[src/rtl/serial_pkg.sv]
// Shared definitions for the serial frame receiver.
//   state_t            : FSM encoding (IDLE, DATA, PAR, STOP)
//   SERIAL_IDLE_LEVEL  : line level between frames and for a good stop bit
//   SERIAL_START_LEVEL : line level that marks a start bit
//   parity16           : XOR reduction helper for the even-parity check
package serial_pkg;

  typedef enum logic [1:0] {
    ST_IDLE = 2'd0,
    ST_DATA = 2'd1,
    ST_PAR  = 2'd2,
    ST_STOP = 2'd3
  } state_t;

  localparam logic SERIAL_IDLE_LEVEL  = 1'b1;
  localparam logic SERIAL_START_LEVEL = 1'b0;

  // XOR of all bits; data narrower than 16 bits is zero-extended by the caller.
  function automatic logic parity16(input logic [15:0] i_v);
    return ^i_v;
  endfunction

endpackage

[src/rtl/sipo_shift.sv]
// Serial-in / parallel-out right-shift register.
// New bits enter at the MSB, so after WIDTH shifts the first bit sits in bit 0.
// Ports:
//   i_clk    : clock (rising edge)
//   i_rst_n  : asynchronous active-low reset, clears the register
//   i_clear  : synchronous clear (has priority over shift)
//   i_shift  : shift enable
//   i_d      : serial input bit
//   o_q      : parallel contents
module sipo_shift #(
  parameter int WIDTH = 8
) (
  input  logic             i_clk,
  input  logic             i_rst_n,
  input  logic             i_clear,
  input  logic             i_shift,
  input  logic             i_d,
  output logic [WIDTH-1:0] o_q
);

  logic [WIDTH-1:0] r_q;

  // Shift register state: clear, shift right with new bit at the MSB, or hold.
  always_ff @(posedge i_clk or negedge i_rst_n) begin
    if (!i_rst_n) begin
      r_q <= '0;
    end else if (i_clear) begin
      r_q <= '0;
    end else if (i_shift) begin
      r_q <= {i_d, r_q[WIDTH-1:1]};
    end else begin
      r_q <= r_q;
    end
  end

  assign o_q = r_q;

endmodule

[src/rtl/serial_frame_rx.sv]
// Serial frame receiver: start bit (0), WIDTH data bits LSB first,
// optional even-parity bit, stop bit (1). One bit per Clock cycle.
// Optional feature macro: SERIAL_PARITY_EN (adds the PAR state and parity check).
// Ports:
//   Clock    : clock, sampling on rising edge
//   Reset    : asynchronous active-low reset
//   D        : serial line, idles high
//   Q        : last correctly received word, held until the next good frame
//   Valid    : one-cycle pulse when Q is updated
//   FrameErr : one-cycle pulse on bad stop bit or parity mismatch
//   Busy     : high from the start-bit edge until the stop-bit edge
module serial_frame_rx
  import serial_pkg::*;
#(
  parameter int WIDTH = 8
) (
  input  logic             Clock,
  input  logic             Reset,
  input  logic             D,
  output logic [WIDTH-1:0] Q,
  output logic             Valid,
  output logic             FrameErr,
  output logic             Busy
);

  localparam int CW = (WIDTH > 2) ? $clog2(WIDTH) : 1;
  localparam logic [CW-1:0] LAST_BIT = CW'(WIDTH - 1);

  state_t           r_state;
  logic [CW-1:0]    r_cnt;
  logic [WIDTH-1:0] r_q;
  logic             r_valid;
  logic             r_ferr;
  logic             r_busy;

  logic [WIDTH-1:0] w_shift;
  logic             w_shift_en;
  logic             w_clear;
  logic             w_par_ok;

  // The start bit itself is not data: clear in IDLE, shift only in DATA.
  assign w_clear    = (r_state == ST_IDLE) && (D == SERIAL_START_LEVEL);
  assign w_shift_en = (r_state == ST_DATA);

  sipo_shift #(.WIDTH(WIDTH)) u_sipo (
    .i_clk   (Clock),
    .i_rst_n (Reset),
    .i_clear (w_clear),
    .i_shift (w_shift_en),
    .i_d     (D),
    .o_q     (w_shift)
  );

`ifdef SERIAL_PARITY_EN
  logic r_par_err;

  // Parity result captured in PAR and consumed in STOP.
  always_ff @(posedge Clock or negedge Reset) begin
    if (!Reset) begin
      r_par_err <= 1'b0;
    end else if (r_state == ST_PAR) begin
      r_par_err <= parity16(16'(w_shift)) ^ D;
    end else begin
      r_par_err <= r_par_err;
    end
  end

  assign w_par_ok = ~r_par_err;
`else
  assign w_par_ok = 1'b1;
`endif

  // Frame FSM, bit counter and registered outputs.
  always_ff @(posedge Clock or negedge Reset) begin
    if (!Reset) begin
      r_state <= ST_IDLE;
      r_cnt   <= '0;
      r_q     <= '0;
      r_valid <= 1'b0;
      r_ferr  <= 1'b0;
      r_busy  <= 1'b0;
    end else begin
      r_valid <= 1'b0;
      r_ferr  <= 1'b0;
      case (r_state)
        ST_IDLE: begin
          if (D == SERIAL_START_LEVEL) begin
            r_state <= ST_DATA;
            r_cnt   <= '0;
            r_busy  <= 1'b1;
          end else begin
            r_state <= ST_IDLE;
          end
        end
        ST_DATA: begin
          if (r_cnt == LAST_BIT) begin
            r_cnt <= '0;
`ifdef SERIAL_PARITY_EN
            r_state <= ST_PAR;
`else
            r_state <= ST_STOP;
`endif
          end else begin
            r_cnt <= r_cnt + CW'(1);
          end
        end
`ifdef SERIAL_PARITY_EN
        ST_PAR: begin
          r_state <= ST_STOP;
        end
`endif
        ST_STOP: begin
          // The stop-bit sample is consumed here, so a 0 never starts a frame.
          if ((D == SERIAL_IDLE_LEVEL) && w_par_ok) begin
            r_q     <= w_shift;
            r_valid <= 1'b1;
          end else begin
            r_ferr <= 1'b1;
          end
          r_busy  <= 1'b0;
          r_state <= ST_IDLE;
        end
        default: begin
          r_state <= ST_IDLE;
          r_busy  <= 1'b0;
        end
      endcase
    end
  end

  assign Q        = r_q;
  assign Valid    = r_valid;
  assign FrameErr = r_ferr;
  assign Busy     = r_busy;

endmodule

[config.mk]
export PLATFORM = sky130hd
export DESIGN_NAME = serial_frame_rx
export DESIGN_NICKNAME = d
export VERILOG_FILES = /design/src/rtl/serial_pkg.sv /design/src/rtl/sipo_shift.sv /design/src/rtl/serial_frame_rx.sv
export SDC_FILE = /design/constraint.sdc
export NUM_CORES = 1
export LEC_CHECK = 0
export BUFFER_PORTS_ARGS = -buffer_cell sky130_fd_sc_hd__buf_2
export CAP_MARGIN = 20
export CORE_MARGIN = 2
export CORE_UTILIZATION = 25
export CTS_CLUSTER_DIAMETER = 150
export DETAILED_ROUTE_END_ITERATION = 8
export GPL_ROUTABILITY_DRIVEN = 0
export SYNTH_ARGS = -nofsm -noshare
export SYNTH_HDL_FRONTEND = slang
export SYNTH_SLANG_ARGS = --single-unit
[constraint.sdc]
create_clock -name Clock -period 1.6 [get_ports Clock]
set_clock_uncertainty 0.2 [all_clocks]
set_input_delay 0.08 -clock Clock [delete_from_list [all_inputs] [get_ports Clock]]
set_output_delay 0.08 -clock Clock [all_outputs]
set_load 0.03 [all_outputs]
==> metrics.txt <==
via count=533; Hold Vio Cnt, Final=0; top sig layer=met4; Max Clock Freq=703 MHz; number of nets with antenna violations after routing=0; Util after Layout=0.313; critical-path maximum fanout=3; Async S/R FF share, synth=1.00; worst slack, placed=0.0400 ns; Synth area leaders=dfrtp_1 66%, a22o_2 11%, mux2_2 9.9%; largest net degree at the start of global routing=25; die area=4150 um^2; post-DR vias/cell=4.33; worst-path cell chain=ha_1 -> ha_1 -> a22o_2; Seq/Total Area, Yosys=0.658; Synth top area share=0.658; Peak supply drop=0.467 mV; Clock Tree Buf Depth=2; Initial DRT Pass Iterations=4; global-route wire length before repair=around 2.6 mm; kind of critical path=flop to flop; DP Area=1010 um^2; Post-Syn Area per Cell=15.2 um^2; Total Power=0.00231 W; DR WL met3=~35 um; Largest stage delay, worst path=approximately 0.42 ns; Total GRT Usage=0.0814; status=complete, no violations; Clock Latency Late Sink=roughly 0.3 ns; Int Power=around 0.0015 W; Mapped Nets=65; share of cells above drive strength 1=0.494; Switch Pwr=0.000862 W; crit start category=flop; Post-synth EDFFs=0; Core Area=3420 um^2; Post-CTS Setup Repair Bufs=0; DRT iter0 DRCs=39; CTS tree=yes; Layout area overhead=17.1%; top-count cell post-synth=dfrtp_1; Die X=64.4 um; sw frac=0.373; RSZ-0062 raised after global routing=false; synthesized flop and latch total=24; Die Y-Extent=64.4 um; antenna cell count=0; # port buffers=13; unique cell type count in the Yosys netlist=13; drt wl/cell=11.4 um; CP arrival=between 1 and 1.5 ns; worst slew pin tran=just over 0.5 ns; Clock Sinks=24; Initial Util=0.267; CTS root buffer=clkbuf_4; Yosys top cell by area=dfrtp_1; H-tree levels=1; CTS buffer count=3; initial antenna violation count=0; Most common cell on crit path=ha_1; vias in the first global route=539; grt total ovfl=0; period utilization=0.889; Fin Setup TNS=0 ns; final instance area=1070 um^2; Worst Setup Slack, final=0.178 ns; PD cells=around 2200 nW/um^2; Layout Nets=83; YS warnings=0; post-DP HPWL=roughly 960 um; Tmin final=1.42 ns; Max-Cap Viols=0; metal2 WL=about 660 um; worst hold path class=input port to asynchronous set/reset pin; max_slew headroom=0.656; Comb pwr share=0.415; row count=21; Max Slew Vio Count=0; CP max stage cell=dfrtp_1; WP data required=between 1.5 and 2 ns; mapped cell area=912 um^2; final WL=1.40 mm; Ports=14; most used flip-flop cell after synthesis=dfrtp_1; Final setup viols=0; CP Capture Type=flop; sequential power share=0.452; CTS clk-pin slew, worst paths=0.13 ns; M1 WL=689 um; part of the power in the clock network=0.133; cell count after synthesis=60; LEAKAGE=0.532 nW; residual DRC count=0; commonest cells in the synthesized netlist=24 x dfrtp_1, 10 x a22o_2, 8 x mux2_2
-- power groups by stage --
stage | Clock [W] | Combinational [W] | Sequential (W)
3_3_place_gp | 0 | 0.000931 | 0.00105
6_report | 0.000307 | 0.000960 | 0.00105
3_5_place_dp | 0 | 0.000968 | 0.00106
5_1_grt | 0.000363 | 0.00105 | 0.00109
2_1_floorplan | 0 | 0.000575 | 0.00125
4_1_cts | 0.000325 | 0.000973 | 0.00105
-- routing by layer --
metal | vias to the layer above | GRT usage
li1 | 246 | -
met1 | 275 | 0.116
met2 | 10 | 0.117
met3 | 2 | 0.0158
met4 | 0 | 0.0399
met5 | - | 0
-- area by class of cell --
class	count	area, um^2
clock buffer	4	36.3
sequential	24	601
multi-input combinational	31	278
fill	356	2350
timing repair buffer	15	85.1
tap	46	57.6
inverter	3	11.3
-- metrics by stage --
stage,cells,hold WS [ns]
after floorplan,60,-0.416
after global placement,117,-0.124
after detailed placement,117,-0.109
after CTS,123,0.0767
after global routing,123,0.103
final,123,0.0687
-- cells by family (layout without fill, tap and decap cells) --
family | after synthesis | in the layout | synth area share
AOI/OAI and AO/OA | 12 | 12 | 0.129
adders and majority gates | 2 | 2 | 0.0274
buffers and inverters | 5 | 22 | 0.0398
DFF | 24 | 24 | 0.658
muxes | 8 | 8 | 0.0988
and+or+nand+nor | 9 | 9 | 0.0466
-- flip-flops by register name (all words and copies together) (netlist names) --
| signal | cells |
|---|---|
| Q | 8 |
| r_state | 2 |
| FrameErr | 1 |
| r_cnt | 3 |
| Valid | 1 |
| u_sipo.o_q | 8 |
| Busy | 1 |
-- final timing paths --
kind | from | to | slack, ns | depth (start not counted)
worst max-delay path | r_cnt[0] | r_cnt[2] | 0.18 | 3
worst min-delay path | Reset | Q[0] | 0.07 | 2
worst max register to register | r_cnt[0] | r_cnt[2] | 0.18 | 3
worst min register to register | Busy | Busy | 0.31 | 2
max in group asynchronous | Reset | r_state[0] | 0.78 | 2
min in group Clock | Busy | Busy | 0.31 | 2
-- placed cells by master, fill, tap and decap left out --
cell,synthesis,final
mux2_2,8,8
and2_1,1,1
nor2_1,6,5
clkbuf_4,0,3
a22o_2,10,10
a21o_2,1,1
o22a_1,1,1
dlygate4sd3_1,0,2
nand2_1,1,1
nand3_2,1,1
ha_1,2,2
clkbuf_8,1,1
nor2_2,0,1
buf_2,0,13
inv_1,3,3
dfrtp_1,24,24
-- repair_timing --
action,in CTS,in global routing
endpoints found under the setup margin,0,12
resized for setup,0,1
hold endpoints to repair,28,0
hold buffers,2,0
-- critical path, delay by kind of cell, from the launching register on --
family	cells	cell delay, ns
adder cells (fa/ha/maj)	2	0.48
flip-flops	1	0.42
AO/OA/AOI/OAI	1	0.23
Note: power is estimated with default switching activity, not from simulation.
